File: src/rtl/axis_pack_master.sv
// axis_pack_master: packs narrow result words into M_AXIS beats through a first-word-fall-through beat FIFO.
module axis_pack_master #(
  parameter int IN_WIDTH = 8,
  parameter int C_M_AXIS_TDATA_WIDTH = 32,
  parameter int FIFO_DEPTH = 8,
  parameter int CNT_WIDTH = 16
) (
  input  logic                                clk,
  input  logic                                rst_n,
  input  logic                                clear,
  input  logic [IN_WIDTH-1:0]                 in_data,
  input  logic                                in_valid,
  input  logic                                in_last,
  output logic                                in_ready,
  input  logic                                M_AXIS_TREADY,
  output logic [C_M_AXIS_TDATA_WIDTH-1:0]     M_AXIS_TDATA,
  output logic [C_M_AXIS_TDATA_WIDTH/8-1:0]   M_AXIS_TSTRB,
  output logic                                M_AXIS_TVALID,
  output logic                                M_AXIS_TLAST,
  output logic [$clog2(FIFO_DEPTH):0]         fifo_count,
  output logic [CNT_WIDTH-1:0]                beat_count,
  output logic                                frame_done
);
  localparam int W = C_M_AXIS_TDATA_WIDTH;
  localparam int SB = W / 8;
  localparam int RATIO = W / IN_WIDTH;
  localparam int AW = $clog2(FIFO_DEPTH);
  localparam int SW = RATIO > 1 ? $clog2(RATIO) : 1;
  logic [W-1:0]  mem_data [FIFO_DEPTH];
  logic [SB-1:0] mem_strb [FIFO_DEPTH];
  logic          mem_last [FIFO_DEPTH];
  logic [AW-1:0] wr_ptr, rd_ptr;
  logic [AW:0]   count_next;
  logic [SW-1:0] slot;
  logic [W-1:0]  pack_data, push_data;
  logic [SB-1:0] pack_strb, push_strb;
  logic          accept, push, pop;
  assign accept = in_valid && in_ready;
  assign push = accept && (in_last || slot == SW'(RATIO - 1));
  assign pop = M_AXIS_TVALID && M_AXIS_TREADY;
  assign push_data = pack_data | (W'(in_data) << (slot * IN_WIDTH));
  assign push_strb = pack_strb | (SB'({(IN_WIDTH/8){1'b1}}) << (slot * (IN_WIDTH / 8)));
  assign count_next = fifo_count + (AW+1)'(push) - (AW+1)'(pop);
  // Output word is the head entry; the FIFO storage itself is the output register.
  assign M_AXIS_TDATA = mem_data[rd_ptr];
  assign M_AXIS_TSTRB = mem_strb[rd_ptr];
  assign M_AXIS_TLAST = mem_last[rd_ptr];
  always_ff @(posedge clk or negedge rst_n) begin
    if (!rst_n) begin
      for (int i = 0; i < FIFO_DEPTH; i++) begin
        mem_data[i] <= '0;
        mem_strb[i] <= '0;
        mem_last[i] <= 1'b0;
      end
      wr_ptr <= '0;
      rd_ptr <= '0;
      fifo_count <= '0;
      slot <= '0;
      pack_data <= '0;
      pack_strb <= '0;
      in_ready <= 1'b0;
      M_AXIS_TVALID <= 1'b0;
      beat_count <= '0;
      frame_done <= 1'b0;
    end else if (clear) begin
      wr_ptr <= '0;
      rd_ptr <= '0;
      fifo_count <= '0;
      slot <= '0;
      pack_data <= '0;
      pack_strb <= '0;
      in_ready <= 1'b1;
      M_AXIS_TVALID <= 1'b0;
      beat_count <= '0;
      frame_done <= 1'b0;
    end else begin
      if (accept) begin
        slot <= push ? '0 : slot + 1'b1;
        pack_data <= push ? '0 : push_data;
        pack_strb <= push ? '0 : push_strb;
      end
      if (push) begin
        mem_data[wr_ptr] <= push_data;
        mem_strb[wr_ptr] <= push_strb;
        mem_last[wr_ptr] <= in_last;
        wr_ptr <= wr_ptr + 1'b1;
      end
      if (pop) begin
        rd_ptr <= rd_ptr + 1'b1;
        beat_count <= M_AXIS_TLAST ? '0 : beat_count + 1'b1;
      end
      frame_done <= pop && M_AXIS_TLAST;
      fifo_count <= count_next;
      M_AXIS_TVALID <= count_next != '0;
      in_ready <= count_next != (AW+1)'(FIFO_DEPTH);
    end
  end
endmodule

File: config.mk
export PLATFORM = sky130hd
export DESIGN_NAME = axis_pack_master
export DESIGN_NICKNAME = d
export VERILOG_FILES = /design/src/rtl/axis_pack_master.sv
export SDC_FILE = /design/constraint.sdc
export NUM_CORES = 1
export LEC_CHECK = 0
export BUFFER_PORTS_ARGS = -buffer_cell sky130_fd_sc_hd__buf_2
export CAP_MARGIN = 10
export CORE_AREA = 4 4 192 194
export CTS_CLUSTER_DIAMETER = 80
export DETAILED_ROUTE_END_ITERATION = 10
export DIE_AREA = 0 0 196 198
export GPL_TIMING_DRIVEN = 0
export HOLD_SLACK_MARGIN = 0.1
export PLACE_DENSITY_LB_ADDON = 0.2
export SYNTH_ARGS = -nofsm -noshare
export SYNTH_HDL_FRONTEND = slang
export SYNTH_SLANG_ARGS = --single-unit
File: constraint.sdc
create_clock -name clk -period 2.9 [get_ports clk]
set_clock_uncertainty 0.15 [all_clocks]
set_input_delay 0.58 -clock clk [delete_from_list [all_inputs] [get_ports clk]]
set_output_delay 0.58 -clock clk [all_outputs]
set_load 0.03 [all_outputs]
==> reports/results.txt, run 1 <==
The total count of max-transition violations in the final report came out at 0. Fill cells in the final layout number 3,077. Leading register cell type out of synthesis: sky130_fd_sc_hd__dfrtp_1. For this configuration, the core starts out at a cell density of 44.6%.

The worst-case clock buffer depth was 3; the count of input and output buffers was 72. The placer's final routability congestion estimate is 0.803, and the total global routing overflow is 0. After synthesis the netlist holds a flip-flop and latch count of 363. The instance area at placement was 0.0167 sq mm. The count of flip-flops with a built-in enable after synthesis was 0.

Mean area per synthesized cell: 11.1 sq um. The tools report the hold path startpoint as in_last. The total nets after synthesis came out at 1,436.

The final reports fail on setup timing. For the post-detailed-route count of antenna-violating nets, the log shows 0. The clock net sink count was 363; the total iterations of the first detailed-routing run was 6. The routed design could run at a clock period as short as 3.14 ns.

Final worst-path setup slack: -0.241 ns. The number of buffers and inverters on the critical path is 5. Fraction of registers with async set or reset after synthesis: 100%. For hold timing, the worst endpoint is mem_last[5]. The logs give 28,700 microns for the total half-perimeter wirelength after legalization and detailed placement and 2 for the maximum level of the CTS H-tree. The part of the cycle the worst path needs works out to 108%.

The run gives 44,900 microns as the total wire length. The number of antenna diodes in the final layout is 0. For this run, the register share of the synthesized area comes to 57.8%. In this run the cell area of the synthesized design comes to 0.0157 sq mm.

Traced cell by cell, the critical path runs through buf_6 > buf_12 > buf_12 > buf_12 > mux4_2 > mux2_4 > buf_6. Row generation in the floorplan step produced 69 rows. The via count of the routed design was 11,721. The run finished, with violations left.

In this design, the stage delay of the slowest critical-path cell is 0.54 ns. In the synthesized netlist, the number of instances is 1,410. For the post-layout total power, the log shows 15.6 mW. For flop-to-flop paths, the worst setup slack is 0.09 ns. The number of antenna violations at the first check in global routing came out at 0. For this design the static power due to leakage is 8.53 nW.

The class of the worst hold path was input pin to flip-flop. The critical path in this run is classified as flip-flop to primary output. Clock root buffer: sky130_fd_sc_hd__clkbuf_16. The worst setup path is launched from a flip-flop. The die covers 0.0388 sq mm.

Pin placement for this block handled 74 I/O pins. Setup violations remaining at the end of the flow were counted as 36. Most used cell along the critical path: sky130_fd_sc_hd__buf_12. For this run, the number of Yosys warnings is 0. Global routing consumed, over all layers together, 23.1% of the routing resources. The later pin in the worst-skew pair is clocked with a latency of 0.54 ns. The detailed-route vias per instance was 5.75. The first global-routing pass estimated 70,000 microns of wire. The slowest stage of the critical path is the sky130_fd_sc_hd__mux4_2 cell. The run gives 509 uV as the largest voltage drop on the vdd net. The tools report the worst reg2reg path endpoint as mem_data[141].

The total area inside the core boundary comes to 0.0352 sq mm. From left edge to right edge, the die measures 196 microns. The cell count of the worst hold path is 2.

The detailed router finished its first iteration with 934 violations. The total power per unit cell area is 826 mW/mm^2. The die span in y came out at 198 microns.

The endpoint class of the critical path is a primary output. The gate family responsible for the most delay along the worst path is multiplexers. The worst register-to-register path has a depth of 7. For the worst setup path, the data required time is 2.17 ns. The number of global-route vias before repair was 11,934.

The share of post-route cells with drive strength above 1 was 21.2%. The worst-margin pin slew is 0.946 ns, and the core utilization of the finished layout is 53.8%. TritonCTS built the clock tree. Setup repair after global routing could not meet its margin everywhere. In the routed design, unresolved DRC markers number 0.

The worst relative slew slack was 36.4%; the clock slew seen by the registers of the worst setup and hold paths was 0.06 ns. The maximum fanout encountered on the critical timing path came out at 6. The number of clock buffers inserted by TritonCTS was 40. The logs give 0 for the number of max-cap violations and 2.41 ns for the data arrival time of the critical path. In the final routed layout, each cell accounts on average for 22.0 microns. The summed area of non-filler cells in the final layout is 0.0189 sq mm. The run gives 0 as the count of endpoints failing hold in the final timing report. The maximum number of pins on one net before global-route repair is 122. The count of unique library cells instantiated by Yosys was 42.

The layout overhead on the synthesized area is 20.6%. Static timing analysis puts the maximum clock frequency at 318 MHz. The final layout contains 1,574 nets.

The origin of the critical flop-to-flop path was slot[1].
## how the worst max path moves through the flow
stage,start,cells past startpoint,endpoint,slack [ns]
after floorplan,in_last,9,in_ready,0.03
after global placement,rst_n,1,mem_data[140],-6.09
after detailed placement,rd_ptr[1],5,M_AXIS_TDATA[26],-0.45
after CTS,rd_ptr[0],7,M_AXIS_TDATA[7],-0.26
after global routing,rd_ptr[0],7,M_AXIS_TDATA[22],-0.31
final,rd_ptr[0],7,M_AXIS_TDATA[22],-0.24
## layout make-up
type,count,area (sq um),area share (%)
clock buffers,62,1190,6.31
multi-input cells,939,6320,33.4
well taps,461,577,3.05
repair buffers,97,1020,5.39
inverters,12,45.0,0.238
flip-flops and latches,363,9080,48.0
clock inverters,11,120,0.634
plain buffers,95,578,3.05
## cells in the final DEF (no fill, tap or decap), types with 6 or more instances in the layout
cell,count
sky130_fd_sc_hd__buf_16,6
sky130_fd_sc_hd__nor4_4,6
sky130_fd_sc_hd__clkbuf_1,60
sky130_fd_sc_hd__buf_6,39
sky130_fd_sc_hd__buf_12,10
sky130_fd_sc_hd__nor2_1,276
sky130_fd_sc_hd__nand4_1,9
sky130_fd_sc_hd__nand2_1,90
sky130_fd_sc_hd__o21ai_0,48
sky130_fd_sc_hd__a21oi_1,319
sky130_fd_sc_hd__mux4_2,73
sky130_fd_sc_hd__dfrtp_1,363
sky130_fd_sc_hd__mux2_4,30
sky130_fd_sc_hd__clkbuf_4,9
sky130_fd_sc_hd__mux2_2,14
sky130_fd_sc_hd__buf_2,59
sky130_fd_sc_hd__inv_1,10
sky130_fd_sc_hd__xor2_1,7
sky130_fd_sc_hd__buf_4,9
sky130_fd_sc_hd__clkbuf_8,9
sky130_fd_sc_hd__clkbuf_16,46
sky130_fd_sc_hd__ha_1,9
## registers in the layout, indices dropped and copies added, names as in the netlist, 3 cells and up
signal / count
pack_strb: 4
rd_ptr: 3
mem_last: 8
mem_data: 256
beat_count: 16
fifo_count: 4
wr_ptr: 3
pack_data: 32
mem_strb: 32
## Yosys cell counts, types with 3 or more instances
master / count / area [sq um]
sky130_fd_sc_hd__o311ai_0: 4 / 35.0
sky130_fd_sc_hd__ha_1: 11 / 138
sky130_fd_sc_hd__nor4_4: 6 / 128
sky130_fd_sc_hd__inv_1: 10 / 37.5
sky130_fd_sc_hd__xor2_1: 7 / 61.3
sky130_fd_sc_hd__nand2_1: 90 / 338
sky130_fd_sc_hd__a21oi_1: 319 / 1600
sky130_fd_sc_hd__dfrtp_1: 363 / 9080
sky130_fd_sc_hd__or3_1: 3 / 18.8
sky130_fd_sc_hd__o21ai_0: 48 / 240
sky130_fd_sc_hd__nor3_1: 4 / 20.0
sky130_fd_sc_hd__mux2i_1: 5 / 50.1
sky130_fd_sc_hd__nand4_1: 9 / 56.3
sky130_fd_sc_hd__clkbuf_1: 61 / 229
sky130_fd_sc_hd__nor2_1: 276 / 1040
sky130_fd_sc_hd__xnor2_1: 6 / 52.6
sky130_fd_sc_hd__a31oi_1: 3 / 18.8
sky130_fd_sc_hd__nand3_1: 5 / 25.0
sky130_fd_sc_hd__mux2_2: 44 / 495
sky130_fd_sc_hd__buf_2: 33 / 165
sky130_fd_sc_hd__mux4_2: 73 / 1640
## stage by stage
| step | std cells | setup WS [ns] | hold WS (ns) | setup TNS (ns) |
|---|---|---|---|---|
| finish | 2040 | -0.241 | 0.308 | -7.31 |
| floorplan | 1410 | 0.0290 | 0.134 | 0 |
| detailed placement | 1946 | -0.451 | 0.293 | -12.90 |
| CTS | 2031 | -0.260 | 0.274 | -7.75 |
| global placement | 1943 | -6.09 | 0.307 | -2212.71 |
| global route | 2040 | -0.309 | 0.316 | -9.73 |
## metal layers
| layer | share of wire, % | vias up | GRT usage (%) |
|---|---|---|---|
| met5 | 0 | - | 0 |
| li1 | - | 5224 | - |
| met4 | 2.1 | 0 | 6.15 |
| met1 | 43 | 6021 | 33.2 |
| met3 | 5.9 | 73 | 3.62 |
| met2 | 49 | 403 | 37.1 |
## where the power goes
part,leakage [nW],internal (mW),total [mW],switching [mW]
clock,0.638,3.02,5.09,2.07
combinational,2.97,2.24,4.59,2.34
sequential,4.92,5.65,5.97,0.325
total,8.53,10.9,15.6,4.73
## repair_timing
item	CTS	global route
cloned	2	5
setup endpoints to repair	38	79
resized for setup	151	19
buffers inserted	10	4
pin swaps	1	4
endpoints found under the hold margin	25	0
hold buffers	1	0
## cell families (layout without fill, tap and decap cells)
logic type	count (synthesis)	count (layout)	synth area share, %
flops	363	363	57.8
fa+ha+maj	12	12	1.00
mux	122	122	13.9
simple gates	408	408	11.0
buf+inv	108	277	2.87
xor+xnor	13	13	0.725
compound gates	384	384	12.6
Note: power is estimated with default switching activity, not from simulation.
==> run 2, diff against run 1 <==
--- a/config.mk
+++ b/config.mk
@@ -14,6 +14,7 @@
 export GPL_TIMING_DRIVEN = 0
 export HOLD_SLACK_MARGIN = 0.1
 export PLACE_DENSITY_LB_ADDON = 0.2
+export SKIP_CTS_REPAIR_TIMING = 1
 export SYNTH_ARGS = -nofsm -noshare
 export SYNTH_HDL_FRONTEND = slang
 export SYNTH_SLANG_ARGS = --single-unit
==> run 2 against run 1 <==
- the run still ends with setup timing left
- wire length down 1.7%
- worst hold slack worse by 0.015 ns
- global-route usage shrank 0.37 points
- clock power about the same
- critical endpoint is now M_AXIS_TDATA[26]
==> reports/results.txt, run 2 (synthesized netlist as in run 1, its figures left out) <==
The run finished, with violations left. The tool flagged a number of max-cap violations equal to 0. The run gives 44,200 microns as the total wire length. The worst-margin pin slew was 0.939 ns. In this run the most used layer during global routing was met2. Clock latency on the worst-skew pair, taken at its later pin, is 0.54 ns.

The multi-input combinational cells in the finished layout cover a total of 0.00623 sq mm. IR analysis of the VDD net gives a maximum drop of 496 uV. For this run, the number of standard cells in the final layout without fillers is 2,035. The first routing iteration left 880 violations.

Leaving out fill and tap cells, the most frequent cell in the layout is sky130_fd_sc_hd__dfrtp_1. The data arrival time of the critical path was 2.43 ns. Register with the highest flop count: mem_data. Total iterations of the first detailed-routing run: 6.

In the global route stage, met1 resource usage came out at 32.2%. The worst pin sits at a relative slew slack of 37.0%. The total core area is 0.0352 sq mm, and the flip-flop count of the largest register, all copies and words added is 256. Via count of the routed design: 11,616. After the last flow step, the layout net total stands at 1,569. The worst-case clock buffer depth is 3.

The run gives 317 MHz as the maximum clock frequency. The clock slew seen by the registers of the worst setup and hold paths is 0.06 ns, and the maximum number of pins on one net before global-route repair is 122. For the post-detailed-route count of antenna-violating nets, the log shows 0. The critical path goes through buf_6 > buf_12 > buf_12 > mux4_2 > mux2_2 > buf_2. The most used cell along the critical path is sky130_fd_sc_hd__buf_12. Setup violations remaining at the end of the flow were counted as 36.

The detailed-route vias per instance works out to 5.71. The tightest min-delay check is of the input pin to flip-flop type. The repair_antennas step left the layout with diodes totalling 0.

Measured along the y axis, the die boundary spans 198 microns. The run gives 0 as the number of antenna violations at the first check in global routing. Setup repair after global routing could not meet its margin everywhere. The die is 196 microns wide. In this run the static leakage power is 8.33 nW. In the layout the commonest cells are 363 x sky130_fd_sc_hd__dfrtp_1, 319 x sky130_fd_sc_hd__a21oi_1, 276 x sky130_fd_sc_hd__nor2_1.

For the count of endpoints failing hold in the final timing report, the log shows 0. Routability-driven placement finished with a final weighted congestion of 0.803. 74 I/O pins were placed.

The type of origin of the critical path was a flip-flop. After detailed routing, the number of remaining DRC violations is 0. The layout has 3,107 filler cells. The worst path needs 3.16 ns of the cycle, external delays included. The maximum level of the CTS H-tree is 2, and the total count of max-transition violations in the final report is 0. In this design, the stage delay of the slowest critical-path cell is 0.52 ns. Clock tree synthesis selected as its root buffer the cell sky130_fd_sc_hd__clkbuf_16.

For met3 alone, demand over resource in global routing was 3.96%. The number of clock buffers inserted by TritonCTS came out at 40. The slowest cell on the critical path was sky130_fd_sc_hd__mux4_2. Layout overhead on the synthesized area: 17.9%. In the final layout, the registers with the most flip-flops are mem_data (256), mem_strb (32), pack_data (32). The final reports fail on setup timing.

The global-route wire length before repair is 69,000 microns, and the part of the cycle the worst path needs is 109%. The area of the die came out at 0.0388 sq mm. The logs give 37.1% for the met2 usage in global routing and 1,946 for the cell total after placement. The clock drives 363 sinks.

The count of buffers added on input and output ports is 72. The sequential cell area is 0.00908 sq mm. Of all nets on the critical path, the largest fanout is 10.

The total power per unit cell area came out at 814 mW/mm^2. Endpoint class of the critical path: a primary output. The tools report the total half-perimeter wirelength after legalization and detailed placement as 28,700 microns.

For this configuration, the core starts out at a cell density of 44.6%. Dividing the detail-routed wire length by the instance count gives 21.7 microns. TritonCTS built the clock tree. The total overflow left after global routing is 0. The aggregate global-route resource usage is 22.7%, and the share of post-route cells with drive strength above 1 is 21.0%.

The number of core rows was 69; the number of global-route vias before repair was 11,740. The finished cells cover 0.0185 sq mm. The final worst-path setup slack came out at -0.256 ns. The required time at the worst-slack endpoint came out at 2.17 ns.

The instance area at placement is 0.0167 sq mm. The worst setup path is of the flip-flop to primary output kind. For flop-to-flop paths, the worst setup slack is 0.07 ns.
-- run 2: final timing paths --
path / start / to / cells after the start
setup / recovery: rd_ptr[0] / M_AXIS_TDATA[26] / 6
hold / removal: in_last / mem_last[4] / 2
setup reg to reg: slot[1] / in_ready / 10
hold reg to reg: mem_strb[26] / mem_strb[26] / 2
max in group asynchronous: rst_n / mem_data[170] / 4
min in group asynchronous: rst_n / beat_count[3] / 2
-- run 2: stage by stage --
step	setup TNS (ns)	utilization (%)	setup WS (ns)	hold WS, ns	total power, mW
2_1_floorplan	0	-	0.0290	0.134	8.57
3_3_place_gp	-2212.71	47.3	-6.09	0.307	9.57
3_5_place_dp	-12.90	47.5	-0.451	0.293	9.65
4_1_cts	-32.98	51.3	-1.02	-0.267	14.7
5_1_grt	-10.54	52.6	-0.329	0.304	15.8
6_report	-7.85	52.6	-0.256	0.292	15.1
-- run 2: power breakdown --
| part | total [mW] | switching [mW] | internal (mW) |
|---|---|---|---|
| clock network | 5.09 | 2.07 | 3.02 |
| registers | 5.98 | 0.327 | 5.65 |
| logic | 4.02 | 2.23 | 1.79 |
-- run 2: metal layers --
metal	routed length (microns)	part of all wire (%)
met3	2400	5.4
met2	21800	49
met5	0	0
met4	726	1.6
met1	19200	44
-- run 2: final cells by class --
| class | instances | share of cell area (%) |
|---|---|---|
| Buffer | 95 | 3.12 |
| Clock buffer | 62 | 6.45 |
| Clock inverter | 11 | 0.648 |
| Inverter | 12 | 0.243 |
| Multi-Input combinational cell | 939 | 33.7 |
| Sequential cell | 363 | 49.0 |
| Tap cell | 461 | 3.11 |
| Timing Repair Buffer | 92 | 3.73 |
-- run 2: critical path, delay by kind of cell (launching register included) --
| kind | cells | cell delay, ns |
|---|---|---|
| buf+inv | 4 | 0.69 |
| flops | 1 | 0.37 |
| mux | 2 | 0.82 |
==> run 3, diff against run 2 <==
--- a/config.mk
+++ b/config.mk
@@ -7,10 +7,10 @@
 export LEC_CHECK = 0
 export BUFFER_PORTS_ARGS = -buffer_cell sky130_fd_sc_hd__buf_2
 export CAP_MARGIN = 10
-export CORE_AREA = 4 4 192 194
+export CORE_AREA = 4 4 214 175
 export CTS_CLUSTER_DIAMETER = 80
 export DETAILED_ROUTE_END_ITERATION = 10
-export DIE_AREA = 0 0 196 198
+export DIE_AREA = 0 0 218 179
 export GPL_TIMING_DRIVEN = 0
 export HOLD_SLACK_MARGIN = 0.1
 export PLACE_DENSITY_LB_ADDON = 0.2
==> run 3 against run 2 <==
- the run still ends with setup timing left
- total power decreased by 1.2%
- setup slack got worse by 0.0080 ns
- clock power shrank 0.8%
- combinational power shrank 4%
- cell count up 0.74%
- sequential share of layout area is 0.29 points higher
- flip-flop and latch count stayed put
- largest cell class unchanged
==> reports/results.txt, run 3 (synthesized netlist as in run 1, its figures left out) <==
The final reports fail on setup timing. The maximum number of pins on one net before global-route repair is 119. The part of the cycle the worst path needs came out at 109%. The tools report the data arrival time of the critical path as 2.43 ns. The tools report the summed area of non-filler cells in the final layout as 0.0184 sq mm. For the cell total after placement, the log shows 1,965. The tools report the area of the die as 0.0390 sq mm.

Setup repair after global routing could not meet its margin everywhere. The detailed-route vias per instance was 5.65; the maximum clock frequency was 316 MHz. In the final design database the tool counted 1,566 nets.

The post-layout total power is 14.9 mW. The register with the most flip-flops in the layout has 256 of them. For the leakage component of the power, the log shows 8.30 nW. The clock net sink count was 363. STA classifies the critical path startpoint as a flip-flop. The critical path is of the flip-flop to primary output type.

Once detail routing completed, the nets flagged for antenna violations numbered 0. Hold timing on the final database bottoms out at a slack of 0.301 ns. The run finished, with violations left. In the final layout, the share of cells above drive strength 1 is 21.5%. The instance area at placement was 0.0168 sq mm; the final standard cell count with taps included and fillers excluded was 2,050.

The count of input and output buffers was 72; the number of clock buffers inserted by TritonCTS was 38. TritonCTS built the clock tree. In the global route stage, met1 resource usage came out at 34.7%.

After global routing, the most crowded layer is met2. The worst-margin pin slew works out to 1.00 ns. Along the worst path, the maximum fanout reaches 10.

Class of the worst hold path: input pin to flip-flop. The die is 179 microns tall. Counting along the longest clock path gives a buffer depth of 3. The logs give 0 for the post-detailed-route DRC marker count and 0 for the total count of max-transition violations in the final report. OpenSTA, run right after detailed placement, puts the worst setup slack at -0.466 ns. The library cell used most frequently in the layout, excluding fill and tap cells, is sky130_fd_sc_hd__dfrtp_1. The final critical path time including I/O delays and setup is 3.16 ns, and the total wire length is 45,000 microns. After detailed routing, the average wire length per cell comes to 22.0 microns. The initialized floorplan defines 62 standard-cell rows. The final worst-path setup slack was -0.264 ns.

The initial cell density of the core is 44.4%, and the met3 capacity usage during global routing is 3.96%. The number of antenna violations at the first check in global routing is 0, and the required time at the worst-slack endpoint is 2.17 ns. Counting flops per register, the top entry is mem_data.

For the count of endpoints failing hold in the final timing report, the log shows 0. In the final layout, the registers with the most flip-flops are mem_data (256), mem_strb (32), pack_data (32). The logs give 11,586 for the via count of the routed design and 36 for the number of failing setup endpoints in the final timing report. Routability-driven placement finished with a final weighted congestion of 0.801. The number of max-cap violations is 0.

The largest voltage drop on the vdd net came out at 396 uV. The initial DRC count was 1,163; the number of global-route vias before repair was 11,873. In this run the tightest slew margin relative to its limit is 33.4%. In this run the standard cell core region covers 0.0354 sq mm. The tools report the aggregate global-route resource usage as 23.3%. After clock tree synthesis, the clock-pin slew on the worst setup and hold paths is 0.06 ns. The tools report the clock insertion delay at the later pin of the skew report as 0.53 ns. In the layout the commonest cells are 362 x sky130_fd_sc_hd__dfrtp_1, 319 x sky130_fd_sc_hd__a21oi_1, 276 x sky130_fd_sc_hd__nor2_1. Number of ports placed on the die boundary: 74. Counting cells, the worst reg-to-reg path comes to 7.

Endpoint class of the critical path: a primary output. The run gives -8.03 ns as the total negative slack for setup checks. The total half-perimeter wirelength after legalization and detailed placement was 29,100 microns; the maximum level of the CTS H-tree was 2.

The total global routing overflow is 0, and the core utilization of the finished layout is 52.1%. For this run, global-route usage on met2 was measured as 36.1%. The die boundary width is 218 microns, and the total power per unit cell area is 809 mW/mm^2. The global-route wire length before repair is 70,200 microns. The run gives 0 as the diode insertion count for antenna repair.

The total iterations of the first detailed-routing run was 5; the cell count of the worst hold path was 2. Layout overhead on the synthesized area: 17.3%. The cell sitting at the root of the clock tree is a sky130_fd_sc_hd__clkbuf_16.
run 3: cell types whose count changed in the layout (fill, tap and decap cells not counted), sizes merged:
| cell | change |
|---|---|
| clkinv | +12 |
| inv | -2 |
| buf | -1 |
| clkinvlp | -2 |
| bufinv | +1 |
| clkbuf | -12 |
run 3: layout make-up:
class	count	area, sq um
Buffer	95	563
Inverter	12	45.0
Clock inverter	20	181
Timing Repair Buffer	91	617
Sequential cell	363	9080
Clock buffer	50	1110
Fill cell	3185	17000
Multi-Input combinational cell	939	6220
Tap cell	480	601
run 3: worst max-delay path: stages (launching register included):
cell and delay [ns]:
sky130_fd_sc_hd__dfrtp_1 0.37, sky130_fd_sc_hd__buf_6 0.17, sky130_fd_sc_hd__buf_12 0.16, sky130_fd_sc_hd__buf_12 0.16
sky130_fd_sc_hd__mux4_2 0.52, sky130_fd_sc_hd__mux2_2 0.32, sky130_fd_sc_hd__buf_2 0.19
run 3: path summary, 6_finish.rpt:
| kind | slack, ns | end | from |
|---|---|---|---|
| min in group asynchronous | 0.37 | beat_count[15] | rst_n |
| setup reg to reg | 0.04 | mem_data[117] | slot[1] |
| hold / removal | 0.30 | mem_last[7] | in_last |
| setup / recovery | -0.26 | M_AXIS_TDATA[20] | rd_ptr[0] |
| hold reg to reg | 0.33 | mem_data[219] | mem_data[219] |
| max in group asynchronous | 0.85 | mem_data[81] | rst_n |
run 3: routing by layer:
layer | up-vias | routed length, microns
li1 | 5209 | -
met1 | 5931 | 20800
met2 | 372 | 20600
met3 | 74 | 2770
met4 | 0 | 896
met5 | - | 0
run 3: power breakdown:
part	leakage (nW)	internal (mW)	switching, mW
registers	4.92	5.65	0.332
logic	2.73	1.67	2.20
clock network	0.651	2.97	2.08
